`src/rtl/iir_coeff_pkg.sv`:
```
`default_nettype none
// ============================================================================
// Package : iir_coeff_pkg
// Coefficient indices, commit state and unity-gain helper for the coefficient bank.
// Rev     : 1.0
// ============================================================================
package iir_coeff_pkg;

  localparam int A1_S0_C       = 0;
  localparam int A2_S0_C       = 1;
  localparam int K_S0_C        = 2;
  localparam int A1_S1_C       = 3;
  localparam int A2_S1_C       = 4;
  localparam int K_S1_C        = 5;
  localparam int A1_S2_C       = 6;
  localparam int A2_S2_C       = 7;
  localparam int K_S2_C        = 8;
  localparam int COEFF_COUNT_C = 9;

  typedef enum logic [0:0] {
    ST_IDLE    = 1'b0,
    ST_PENDING = 1'b1
  } commit_state_e;

  function automatic logic [31:0] unity_gain(input int unsigned q);
    return 32'd1 << q;
  endfunction

endpackage
`default_nettype wire

```
`src/rtl/iir_coefficient_bank.sv`:
```
`default_nettype none
// ============================================================================
// Module : iir_coefficient_bank
// Shadow/active coefficient bank with in-flight-safe commit for the biquad cascade.
// Rev    : 1.0
// ============================================================================
module iir_coefficient_bank
  import iir_coeff_pkg::*;
#(
  parameter int DATA_WIDTH_P      = 24,
  parameter int NR_OF_Q_BITS_P    = 20,
  parameter int IN_FLIGHT_WIDTH_P = 4
) (
  input  logic                    clk,
  input  logic                    rst_n,
  input  logic                    x_valid,
  input  logic [DATA_WIDTH_P-1:0] x,
  output logic                    x_valid_out,
  output logic [DATA_WIDTH_P-1:0] x_out,
  input  logic                    y_valid,
  input  logic                    cr_wr_en,
  input  logic [3:0]              cr_wr_addr,
  input  logic [DATA_WIDTH_P-1:0] cr_wr_data,
  input  logic                    cr_commit,
  output logic                    sr_commit_pending,
  output logic                    sr_commit_done,
  output logic                    sr_error,
  output logic [DATA_WIDTH_P-1:0] cr_a1_section_0,
  output logic [DATA_WIDTH_P-1:0] cr_a2_section_0,
  output logic [DATA_WIDTH_P-1:0] cr_gain_k_section_0,
  output logic [DATA_WIDTH_P-1:0] cr_a1_section_1,
  output logic [DATA_WIDTH_P-1:0] cr_a2_section_1,
  output logic [DATA_WIDTH_P-1:0] cr_gain_k_section_1,
  output logic [DATA_WIDTH_P-1:0] cr_a1_section_2,
  output logic [DATA_WIDTH_P-1:0] cr_a2_section_2,
  output logic [DATA_WIDTH_P-1:0] cr_gain_k_section_2
);

  typedef logic [DATA_WIDTH_P-1:0] coeff_t;

  localparam coeff_t c_unity_gain = DATA_WIDTH_P'(unity_gain(NR_OF_Q_BITS_P));

  // Every third entry is a section gain; reset leaves the cascade as pass-through.
  function automatic coeff_t reset_value(input int idx);
    return ((idx % 3) == 2) ? c_unity_gain : '0;
  endfunction

  coeff_t                       shadow_q [COEFF_COUNT_C];
  coeff_t                       shadow_d [COEFF_COUNT_C];
  coeff_t                       active_q [COEFF_COUNT_C];
  coeff_t                       active_d [COEFF_COUNT_C];
  logic [IN_FLIGHT_WIDTH_P-1:0] cnt_q, cnt_d;
  logic                         error_q, error_d;
  logic                         x_valid_out_q, x_valid_out_d;
  coeff_t                       x_out_q, x_out_d;
  logic                         commit_done_q, commit_done_d;
  commit_state_e                state_q, state_d;
  logic                         copy_cond;
  logic                         commit_fire;

  // No sample in the cascade, none in our register, none arriving this cycle.
  assign copy_cond = (cnt_q == '0) && !x_valid_out_q && !x_valid;

  always_ff @(posedge clk or negedge rst_n) begin
    if (!rst_n) begin
      state_q <= ST_IDLE;
    end else begin
      state_q <= state_d;
    end
  end

  always_comb begin
    state_d = state_q;
    case (state_q)
      ST_IDLE:    if (cr_commit) state_d = ST_PENDING;
      ST_PENDING: if (copy_cond) state_d = ST_IDLE;
      default:    state_d = ST_IDLE;
    endcase
  end

  always_comb begin
    sr_commit_pending = (state_q == ST_PENDING);
    commit_fire       = (state_q == ST_PENDING) && copy_cond;
  end

  always_comb begin
    cnt_d   = cnt_q;
    error_d = error_q;
    if (x_valid_out_q && !y_valid) begin
      if (&cnt_q) error_d = 1'b1;
      else        cnt_d   = cnt_q + 1'b1;
    end else if (y_valid && !x_valid_out_q) begin
      if (cnt_q == '0) error_d = 1'b1;
      else             cnt_d   = cnt_q - 1'b1;
    end
  end

  // The commit copies the shadow next-state so a same-cycle write is included.
  always_comb begin
    shadow_d = shadow_q;
    if (cr_wr_en && (cr_wr_addr < 4'(COEFF_COUNT_C))) begin
      shadow_d[cr_wr_addr] = cr_wr_data;
    end
    if (commit_fire) active_d = shadow_d;
    else             active_d = active_q;
    x_valid_out_d = x_valid;
    x_out_d       = x_valid ? x : x_out_q;
    commit_done_d = commit_fire;
  end

  always_ff @(posedge clk or negedge rst_n) begin
    if (!rst_n) begin
      for (int i = 0; i < COEFF_COUNT_C; i++) begin
        shadow_q[i] <= reset_value(i);
        active_q[i] <= reset_value(i);
      end
      cnt_q         <= '0;
      error_q       <= 1'b0;
      x_valid_out_q <= 1'b0;
      x_out_q       <= '0;
      commit_done_q <= 1'b0;
    end else begin
      shadow_q      <= shadow_d;
      active_q      <= active_d;
      cnt_q         <= cnt_d;
      error_q       <= error_d;
      x_valid_out_q <= x_valid_out_d;
      x_out_q       <= x_out_d;
      commit_done_q <= commit_done_d;
    end
  end

  assign x_valid_out         = x_valid_out_q;
  assign x_out               = x_out_q;
  assign sr_commit_done      = commit_done_q;
  assign sr_error            = error_q;
  assign cr_a1_section_0     = active_q[A1_S0_C];
  assign cr_a2_section_0     = active_q[A2_S0_C];
  assign cr_gain_k_section_0 = active_q[K_S0_C];
  assign cr_a1_section_1     = active_q[A1_S1_C];
  assign cr_a2_section_1     = active_q[A2_S1_C];
  assign cr_gain_k_section_1 = active_q[K_S1_C];
  assign cr_a1_section_2     = active_q[A1_S2_C];
  assign cr_a2_section_2     = active_q[A2_S2_C];
  assign cr_gain_k_section_2 = active_q[K_S2_C];

endmodule
`default_nettype wire

```
`config.mk`:
```
export PLATFORM = sky130hd
export DESIGN_NAME = iir_coefficient_bank
export DESIGN_NICKNAME = d
export VERILOG_FILES = /design/src/rtl/iir_coeff_pkg.sv /design/src/rtl/iir_coefficient_bank.sv
export SDC_FILE = /design/constraint.sdc
export NUM_CORES = 1
export LEC_CHECK = 0
export CAP_MARGIN = 20
export CELL_PAD_IN_SITES_DETAIL_PLACEMENT = 0
export CELL_PAD_IN_SITES_GLOBAL_PLACEMENT = 2
export CORE_MARGIN = 5
export CORE_UTILIZATION = 40
export CTS_CLUSTER_DIAMETER = 150
export DETAILED_ROUTE_END_ITERATION = 10
export PLACE_DENSITY_LB_ADDON = 0.12
export SKIP_CTS_REPAIR_TIMING = 1
export SYNTH_ARGS = -nofsm -noshare
export SYNTH_HDL_FRONTEND = slang
export SYNTH_SLANG_ARGS = --single-unit
```
`constraint.sdc`:
```
create_clock -name clk -period 5.3 [get_ports clk]
set_input_delay 1.59 -clock clk [delete_from_list [all_inputs] [get_ports clk]]
set_output_delay 1.59 -clock clk [all_outputs]
set_load 0.005 [all_outputs]
```
==> metrics.md, run 1 <==
| Metric | Value |
|---|---|
| Starting Density | `40.5%` |
| Pins Over Slew Limit | `0` |
| Syn Nets | `1230` |
| Power, Total | `11.0 mW` |
| Max-slew headroom | `40.8%` |
| Vias | `10.1k` |
| Global-route wire length before repair | `67.2 mm` |
| Layout Nets | `1545` |
| Clock share of power | `31.8%` |
| Post-synthesis cell count | `1167` |
| Final WL | `43.6 mm` |
| Setup TNS | `0 ns` |
| Asr flop ratio synth | `100%` |
| Setup ws final | `1.77 ns` |
| Largest net degree at the start of global routing | `100` |
| Switching part of the total | `25.4%` |
| Post-synth EDFFs | `0` |
| Area grow syn2layout | `30.2%` |
| Post-synthesis mux area share | `24.9%` |
| Leak | `10.4 nW` |
| Total number of yosys warnings | `0` |
| IO Pins | `302` |
| Max Cap Violations | `0` |
| Library cells used by synthesis | `29` |
| Initial DRC count | `614` |
| DR pass1 iterations | `4` |
| Core area | `0.0432 sq mm` |
| RSZ-0062 raised after global routing | `false` |
| Final period util | `66.7%` |
| Remaining DRCs | `0` |
| Layout cell share with drive strength beyond 1 | `31.2%` |
| Psw | `2.78 mW` |
| Largest family of logic cells by synthesized area | `multiplexers` |
| Largest register FFs | `216` |
| Via density | `4.80` |
| Post-synthesis adder-cell area fraction | `0.358%` |
| Tightest Pin Transition | `0.886 ns` |
| Worst EP required | `5.75 ns` |
| Antenna Nets Post-Route | `0` |
| CP endpoint kind | `flip-flop` |
| Worst Clk Skew | `0.0140 ns` |
| Final setup vio count | `0` |
| Avg Cell Area, Syn | `15.0 sq um` |
| Grt ovf | `0` |
| Hold WC Path Type | `flip-flop to flip-flop` |
| Post-synth top area share | `65.6%` |
| CTS H-tree lvls | `2` |
| TritonCTS buffer count | `50` |
| Width of the die | `219 um` |
| Post-synthesis sequential area ratio | `66.5%` |
| Ys flop type | `dfrtp_1` |
| CTS tree | `built` |
| Root buffer cell | `clkbuf_16` |
| Die span in y | `219 um` |
| Final GP Congestion | `0.704` |
| GRT Util Overall | `18.2%` |
| Post-synthesis compound-gate area fraction | `0.293%` |
| Synth top area cells | `dfrtp_1 (66%), mux2_2 (23%), nand2_1 (4.7%)` |
| Num rows | `76` |
| CP Class | `primary input to flip-flop` |
| Internal Power | `8.17 mW` |
| Period minus WS final | `3.53 ns` |
| DR WL/cell | `20.7 um` |
| Worst-skew pair later-pin latency | `0.58 ns` |
| Top cells by count, synth | `dfrtp_1 (458), mux2_2 (360), nand2_1 (221)` |
| Post-Syn Area | `0.0175 sq mm` |
| Clock tree buffer depth | `3` |
| Outcome | `completed` |
| CTS Sinks | `464` |
| Peak VDD IR | `0.000328 V` |
| CP startpoint kind | `primary input` |
| DP HPWL | `28.0 mm` |
| Initial antenna violation count | `1` |
| Seq pwr share | `44.7%` |
| Post-Synth XOR/XNOR Area | `0.200%` |
| Yosys top cell by area | `dfrtp_1` |
| Power Dens Cells | `481 mW/mm^2` |
| Die area | `0.0480 sq mm` |
| Final hold viol count | `0` |
| Simple-gate portion of the synthesized area | `5.37%` |
| Diode count | `0` |
| Most common cell in the netlist | `dfrtp_1` |
| FF+latch count, synth | `464` |
| Most flop-heavy register | `shadow_q` |
| PortBufs | `301` |
| Fmax | `283 MHz` |
| Vias in the first global route | `10.9k` |
| WP data arrival | `3.99 ns` |
| Worst-path clk slew | `0.06 ns` |
| Pre-CTS setup slack | `1.17 ns` |
| CP max FO | `24` |
| Logic pwr share | `23.6%` |
==> cell usage in the layout (no fill, tap or decap), drive strengths merged <==
cell and count:
clkinv 13, o21a 1, clkbuf 76, nor2 7, buf 19, xnor2 3, inv 6, dfstp 6
mux2 387, nand2 221, ha 5, o211ai 2, nand4b 1, clkdlybuf4s50 300, nand3b 2, dfrtp 458
and3 1, nand2b 1, nand3 1, or4 2, bufinv 3, or4b 1, nor2b 1, nor3b 1
xor2 1, o21bai 1, o221a 1, a21oi 2
==> metrics by stage <==
stage	instances	hold WS [ns]	area [sq um]	util, %
after global routing	2108	0.497	22800	52.7
after global placement	2015	0.452	21100	48.9
after floorplan	1167	0.448	17500	-
final	2108	0.458	22800	52.7
after CTS	2108	0.462	22800	52.7
after detailed placement	2015	0.451	21100	48.9
==> metal layers <==
metal  wire length (um)  up-vias  global-route usage [%]  share of wire (%)
met5                  0        -                       0                  0
met2              20200      207                    28.4                 46
met3               2940       43                    5.15                6.7
met1              19900     5274                    25.7                 46
met4                572        0                    4.08                1.3
li1                   -     4603                       -                  -
==> worst paths after layout <==
kind                                                startpoint                                   to  slack, ns  cells after the start
setup / recovery                                 cr_wr_addr[0]      cr_a1_section_0[18]$_DFFE_PN0P_       1.77                      6
hold / removal             cr_gain_k_section_0[20]$_DFFE_PN1P_  cr_gain_k_section_0[20]$_DFFE_PN1P_       0.46                      2
setup reg to reg                          cnt_q[0]$_DFFE_PN0P_       cr_a2_section_2[9]$_DFFE_PN0P_       2.41                      5
hold reg to reg            cr_gain_k_section_0[20]$_DFFE_PN1P_  cr_gain_k_section_0[20]$_DFFE_PN1P_       0.46                      2
max in group asynchronous                                rst_n               shadow_q[33]$_DFF_PN0_       3.20                      2
min in group asynchronous                                rst_n                 sr_error$_DFFE_PN0P_       1.05                      1
==> power by group through the flow <==
stage | clock network [mW] | registers [mW] | logic, mW
6_report | 3.48 | 4.89 | 2.58
4_1_cts | 3.59 | 4.91 | 2.64
3_5_place_dp | 0 | 4.96 | 2.63
5_1_grt | 3.73 | 5.01 | 2.82
3_3_place_gp | 0 | 4.94 | 2.59
2_1_floorplan | 0 | 4.90 | 1.05
==> kinds of logic (layout without fill, tap and decap cells) <==
group                    count (synthesis)  count (layout)
AO/OA/AOI/OAI                            7               7
multiplexers                           387             387
AND/OR/NAND/NOR                        239             239
buffers and inverters                   61             417
adder cells (fa/ha/maj)                  5               5
flip-flops                             464             464
XOR/XNOR                                 4               4
==> cell type report <==
class / instances / area, sq um
Clock inverter: 17 / 164
Sequential cell: 464 / 11600
Inverter: 5 / 26.3
Fill cell: 3764 / 20400
Tap cell: 585 / 732
Timing Repair Buffer: 319 / 3250
Multi-Input combinational cell: 642 / 5480
Clock buffer: 76 / 1490
==> worst max-delay path, stage by stage <==
cell and delay (ns):
clkdlybuf4s50_1 0.51, nand2b_1 0.25, nor2_1 0.25, nand2_2 0.56, mux2_2 0.51, mux2_1 0.30
Note: power is estimated with default switching activity, not from simulation.
==> run 2, diff against run 1 <==
- CORE_UTILIZATION: 40 -> 33
- clock period: 5.3 -> 3.2 ns (I/O delays scaled with it)
==> run 2 against run 1 <==
  * Hold slack got worse by 0.22 ns
  * Clock skew rose by 0.0030 ns
  * Clock-buffer cell count fell by 1
  * Critical endpoint is now cr_a2_section_1[10]$_DFFE_PN0P_
  * Highest routed layer unchanged
==> metrics.md, run 2 (synthesized netlist as in run 1, its figures left out) <==
| Metric | Value |
|---|---|
| Final period util | `82.1%` |
| Grt ovf | `0 (unchanged)` |
| Final instance area | `0.0232 sq mm (was 0.0228 sq mm)` |
| Final hold viol count | `0 (unchanged)` |
| GRT Util Overall | `16.2% (was 18.2%)` |
| Clock tree buffer depth | `3 (unchanged)` |
| Placed Area | `0.0215 sq mm (was 0.0211 sq mm)` |
| Fin util | `44.1% (was 52.7%)` |
| CP startpoint kind | `flip-flop (was primary input)` |
| Most flop-heavy register | `shadow_q (unchanged)` |
| Width of the die | `240 um (was 219 um)` |
| RSZ-0062 raised after global routing | `false (unchanged)` |
| CTS H-tree lvls | `2 (unchanged)` |
| Period minus WS final | `2.63 ns` |
| Outcome | `completed (unchanged)` |
| Initial antenna violation count | `3 (was 1)` |
| Final WL | `46.9 mm (was 43.6 mm)` |
| Most common cell after layout, fill and taps aside | `dfrtp_1 (unchanged)` |
| Max-slew headroom | `51.2% (was 40.8%)` |
| DP HPWL | `30.7 mm (was 28.0 mm)` |
| Layout cell share with drive strength beyond 1 | `32.1% (was 31.2%)` |
| Area grow syn2layout | `32.6% (was 30.2%)` |
| Antenna Nets Post-Route | `0 (unchanged)` |
| Worst-path clk slew | `0.06 ns (about the same)` |
| CP endpoint kind | `flip-flop (unchanged)` |
| Reg2reg path depth | `5 (unchanged)` |
| Final GP Congestion | `0.707 (was 0.704)` |
| Final setup vio count | `0 (unchanged)` |
| CP Class | `flip-flop to flip-flop (was primary input to flip-flop)` |
| Setup ws final | `0.573 ns (was 1.77 ns)` |
| Layout Nets | `1568 (was 1545)` |
| Setup TNS | `0 ns (unchanged)` |
| Max Cap Violations | `0 (unchanged)` |
| Largest net degree at the start of global routing | `100 (unchanged)` |
| Most frequent cells in the layout | `dfrtp_1 (458), mux2_2 (360), clkdlybuf4s50_1 (300) (unchanged)` |
| Pre-CTS setup slack | `0.157 ns (was 1.17 ns)` |
| DR WL/cell | `20.9 um (was 20.7 um)` |
| Die span in y | `240 um (was 219 um)` |
| Via density | `4.58 (was 4.80)` |
| Initial DRC count | `401 (was 614)` |
| Pins Over Slew Limit | `0 (unchanged)` |
| Num rows | `84 (was 76)` |
| Starting Density | `33.3% (was 40.5%)` |
| CP max FO | `33 (was 24)` |
| Vias | `10.3k (was 10.1k)` |
| Tightest Pin Transition | `0.730 ns (was 0.886 ns)` |
| Vias in the first global route | `10.9k (about the same)` |
| Worst Clk Skew | `0.0170 ns (was 0.0140 ns)` |
| CTS tree | `built (unchanged)` |
| TritonCTS buffer count | `52 (was 50)` |
| IO Pins | `302 (unchanged)` |
| Fmax | `381 MHz` |
| Power Dens Cells | `784 mW/mm^2 (was 481 mW/mm^2)` |
| Die area | `0.0577 sq mm (was 0.0480 sq mm)` |
| Global-route wire length before repair | `70.8 mm (was 67.2 mm)` |
| Worst EP required | `3.68 ns (was 5.75 ns)` |
| Leak | `10.6 nW (was 10.4 nW)` |
| WP data arrival | `3.10 ns (was 3.99 ns)` |
| DR pass1 iterations | `4 (unchanged)` |
| Worst-skew pair later-pin latency | `0.59 ns (was 0.58 ns)` |
| CTS Sinks | `464 (unchanged)` |
| Core area | `0.0526 sq mm (was 0.0432 sq mm)` |
| Remaining DRCs | `0 (unchanged)` |
| Peak VDD IR | `0.000377 V (was 0.000328 V)` |
| Root buffer cell | `clkbuf_16 (unchanged)` |
| Hold WC Path Type | `primary input to async pin (was flip-flop to flip-flop)` |
| Reg2reg start | `cnt_q[0]$_DFFE_PN0P_ (unchanged)` |
| CP startpoint | `cnt_q[0]$_DFFE_PN0P_ (was cr_wr_addr[0])` |
| Layout fillers | `4863 (was 3764)` |
| Largest register FFs | `216 (unchanged)` |
| PortBufs | `301 (unchanged)` |
[run 2: cell types whose count changed in the layout (fill, tap and decap cells not counted)]
cell | previous run | this run
buf_12 | 8 | 17
buf_4 | 10 | 22
bufinv_16 | 3 | 2
clkbuf_1 | 13 | 14
clkbuf_16 | 51 | 52
clkbuf_8 | 12 | 9
clkinv_2 | 13 | 11
clkinv_4 | 0 | 1
clkinv_8 | 0 | 3
diode_2 | 0 | 7
or4_1 | 1 | 0
or4_2 | 0 | 1
[run 2: path summary, 6_finish.rpt]
| path | to | slack [ns] |
|---|---|---|
| worst min-delay path | cr_a1_section_0[19]$_DFFE_PN0P_ | 0.24 |
| min in group clk | cr_gain_k_section_1[20]$_DFFE_PN1P_ | 0.46 |
| max in group asynchronous | cr_gain_k_section_2[22]$_DFFE_PN0P_ | 2.08 |
| worst max-delay path | cr_a2_section_1[10]$_DFFE_PN0P_ | 0.57 |
| worst max register to register | cr_a2_section_1[10]$_DFFE_PN0P_ | 0.57 |
| worst min register to register | cr_gain_k_section_1[20]$_DFFE_PN1P_ | 0.46 |
[run 2: routing by layer]
| layer | track usage (%) | up-vias | wire, um |
|---|---|---|---|
| met4 | 5.04 | 0 | 1150 |
| li1 | - | 4667 | - |
| met1 | 23.5 | 5343 | 22100 |
| met5 | 0 | - | 0 |
| met3 | 3.15 | 60 | 2040 |
| met2 | 24.8 | 191 | 21600 |
[run 2: critical path, cell delays in order (launching register included)]
cell and delay [ns]:
dfrtp_1 0.44, or4_4 0.58, or4b_4 0.60, inv_8 0.22, buf_12 0.26, mux2_2 0.36
[run 2: where the power goes]
group | switching [mW] | internal, mW | total [mW] | leakage, nW
combinational | 1.56 | 2.69 | 4.25 | 3.86
clock | 2.38 | 3.37 | 5.75 | 0.823
sequential | 0.748 | 7.42 | 8.17 | 5.88
[run 2: per-stage QoR]
step	power [mW]	hold slack, ns	instances
after floorplan	9.86	0.448	1167
after global placement	12.5	0.450	2139
after detailed placement	12.6	0.453	2139
after CTS	18.6	0.206	2232
after global routing	19.2	0.231	2233
final	18.2	0.238	2239
[run 2: layout make-up]
type                    instances  area [sq um]  area share [%]
inverters                       5          26.3           0.113
repair buffers                340          3520            15.2
flip-flops and latches        464         11600            50.1
diodes                          7          17.5          0.0755
multi-input cells             642          5480            23.6
clock inverters                18           181           0.782
well taps                     688           861            3.71
clock buffers                  75          1480            6.37
==> run 3, diff against run 2 <==
- clock period: 3.2 -> 2.4 ns (I/O delays scaled with it)
==> run 3 against run 2 <==
  * Critical path depth stayed put
  * First-iteration DRC count is 9.7% lower
  * Worst setup slack worse by 0.57 ns
  * Register-to-register slack worse by 0.57 ns
  * Largest power group unchanged
  * Non-clock buffer count is 53 higher
==> metrics.md, run 3 (synthesized netlist as in run 1, its figures left out) <==
| Metric | Value |
|---|---|
| Layout Cells excl Fill | `2290 (was 2239)` |
| Power Dens Cells | `1020 mW/mm^2 (was 784 mW/mm^2)` |
| Core area | `0.0526 sq mm (unchanged)` |
| Met2 wire length | `22.2 mm (was 21.6 mm)` |
| TritonCTS buffer count | `52 (unchanged)` |
| CTS tree | `built (unchanged)` |
| Starting Density | `33.3% (unchanged)` |
| Via density | `4.60 (was 4.58)` |
| Final WL | `47.4 mm (was 46.9 mm)` |
| Layout Nets | `1623 (was 1568)` |
| Final instance area | `0.0238 sq mm (was 0.0232 sq mm)` |
| Die span in y | `240 um (unchanged)` |
| Worst Clk Skew | `0.0154 ns (was 0.0170 ns)` |
| Largest net degree at the start of global routing | `73 (was 100)` |
| CTS H-tree lvls | `2 (unchanged)` |
| Area grow syn2layout | `36.2% (was 32.6%)` |
| CP max FO | `28 (was 33)` |
| Buffers & Inverters on Critical Path | `2 (unchanged)` |
| Initial DRC count | `362 (was 401)` |
| IO Pins | `302 (unchanged)` |
| Cells after DPL | `2187 (was 2139)` |
| DR WL/cell | `20.7 um (was 20.9 um)` |
| DRT met1 WL | `21.2 mm (was 22.1 mm)` |
| Worst-skew pair later-pin latency | `0.58 ns (was 0.59 ns)` |
| Antenna Nets Post-Route | `0 (unchanged)` |
| CP startpoint kind | `flip-flop (unchanged)` |
| Layout fillers | `4810 (was 4863)` |
| Fmax | `417 MHz (was 381 MHz)` |
| Worst-path clk slew | `0.06 ns (about the same)` |
| DR WL met3 | `2.98 mm (was 2.04 mm)` |
| Vias in the first global route | `11.2k (was 10.9k)` |
| Slowest cell on crit path | `or4b_4 (unchanged)` |
| Hold WC Path Type | `primary input to async pin (unchanged)` |
| Crit-path max cell delay | `0.64 ns (was 0.60 ns)` |
| Pins Over Slew Limit | `0 (unchanged)` |
| Layout cell share with drive strength beyond 1 | `34.7% (was 32.1%)` |
| GRT Util Overall | `16.3% (was 16.2%)` |
| Tightest Pin Transition | `0.612 ns (was 0.730 ns)` |
| Largest register FFs | `216 (unchanged)` |
| Grt ovf | `0 (unchanged)` |
| Highest Signal Layer | `met4 (unchanged)` |
| Max-slew headroom | `59.2% (was 51.2%)` |
| Final period util | `99.8% (was 82.1%)` |
| Width of the die | `240 um (unchanged)` |
| Setup ws final | `0.00368 ns (was 0.573 ns)` |
| Vias | `10.5k (was 10.3k)` |
| Max Cap Violations | `0 (unchanged)` |
| Final hold viol count | `0 (unchanged)` |
| CTS Sinks | `464 (unchanged)` |
| Final GP Congestion | `0.745 (was 0.707)` |
| Period minus WS final | `2.40 ns (was 2.63 ns)` |
| Outcome | `completed (unchanged)` |
| Worst EP required | `2.87 ns (was 3.68 ns)` |
| Largest delay share family, worst path | `simple AND/OR/NAND/NOR gates (unchanged)` |
| DP HPWL | `32.1 mm (was 30.7 mm)` |
| Pre-CTS setup slack | `-0.507 ns (was 0.157 ns)` |
| Clock tree buffer depth | `3 (unchanged)` |
| CP Class | `flip-flop to flip-flop (unchanged)` |
| Initial antenna violation count | `4 (was 3)` |
| Num rows | `84 (unchanged)` |
| Peak VDD IR | `0.000517 V (was 0.000377 V)` |
| WP data arrival | `2.86 ns (was 3.10 ns)` |
| Most common cell after layout, fill and taps aside | `dfrtp_1 (unchanged)` |
| Global-route wire length before repair | `71.8 mm (was 70.8 mm)` |
| Power, Total | `24.4 mW (was 18.2 mW)` |
| Most frequent cells in the layout | `dfrtp_1 (458), mux2_2 (360), clkdlybuf4s50_1 (297) (was dfrtp_1 (458), mux2_2 (360), clkdlybuf4s50_1 (300))` |
| Placed Area | `0.0220 sq mm (was 0.0215 sq mm)` |
| Root buffer cell | `clkbuf_16 (unchanged)` |
| Most flop-heavy register | `shadow_q (unchanged)` |
| CP endpoint kind | `flip-flop (unchanged)` |
| Final setup vio count | `0 (unchanged)` |
| PortBufs | `301 (unchanged)` |
| Leak | `11.0 nW (was 10.6 nW)` |
| Remaining DRCs | `0 (unchanged)` |
| Die area | `0.0577 sq mm (unchanged)` |
| DR pass1 iterations | `4 (unchanged)` |
| Cells along the critical path | `or4_4, or4b_4, clkinv_8, buf_12, mux2_2 (was or4_4, or4b_4, inv_8, buf_12, mux2_2)` |
| RSZ-0062 raised after global routing | `true (was false)` |
==> run 3: area by class of cell <==
class | instances | area (sq um) | share of cell area (%)
diodes | 1 | 2.50 | 0.0105
clock buffers | 76 | 1530 | 6.44
clock inverters | 19 | 133 | 0.557
inverters | 5 | 31.3 | 0.131
multi-input cells | 642 | 5480 | 23.0
flip-flops and latches | 464 | 11600 | 48.8
well taps | 688 | 861 | 3.61
repair buffers | 393 | 4130 | 17.3
repair inverters | 2 | 25.0 | 0.105
==> run 3: path summary, 6_finish.rpt <==
kind	slack, ns	depth (start not counted)	to	startpoint
worst max-delay path	0.004	5	cr_a1_section_1[10]$_DFFE_PN0P_	cnt_q[0]$_DFFE_PN0P_
worst min-delay path	0.05	1	shadow_q[94]$_DFF_PN0_	rst_n
worst max register to register	0.004	5	cr_a1_section_1[10]$_DFFE_PN0P_	cnt_q[0]$_DFFE_PN0P_
worst min register to register	0.47	2	cr_a2_section_0[0]$_DFFE_PN0P_	cr_a2_section_0[0]$_DFFE_PN0P_
max in group asynchronous	1.56	3	cr_a1_section_0[20]$_DFFE_PN0P_	rst_n
min in group clk	0.47	2	cr_a2_section_0[0]$_DFFE_PN0P_	cr_a2_section_0[0]$_DFFE_PN0P_
==> run 3: power by group <==
group	switching (mW)	total, mW	internal [mW]
Sequential	0.924	10.8	9.89
Clock	3.14	7.66	4.52
Combinational	2.19	5.91	3.72
Total	6.25	24.4	18.1
==> run 3: metrics by stage <==
stage	hold WS, ns	util (%)	TNS (ns)
6_report	0.0521	45.3	0
5_1_grt	0.0535	45.3	-4.81
4_1_cts	0.0311	45.1	-7.56
3_5_place_dp	0.463	41.9	-88.26
3_3_place_gp	0.459	41.9	-83.33
2_1_floorplan	0.424	-	0
==> run 3: per-layer routing <==
layer	global-route usage (%)	vias to the layer above
met5	0	-
li1	-	4770
met3	4.52	54
met4	4.23	0
met2	25.9	200
met1	22.3	5500
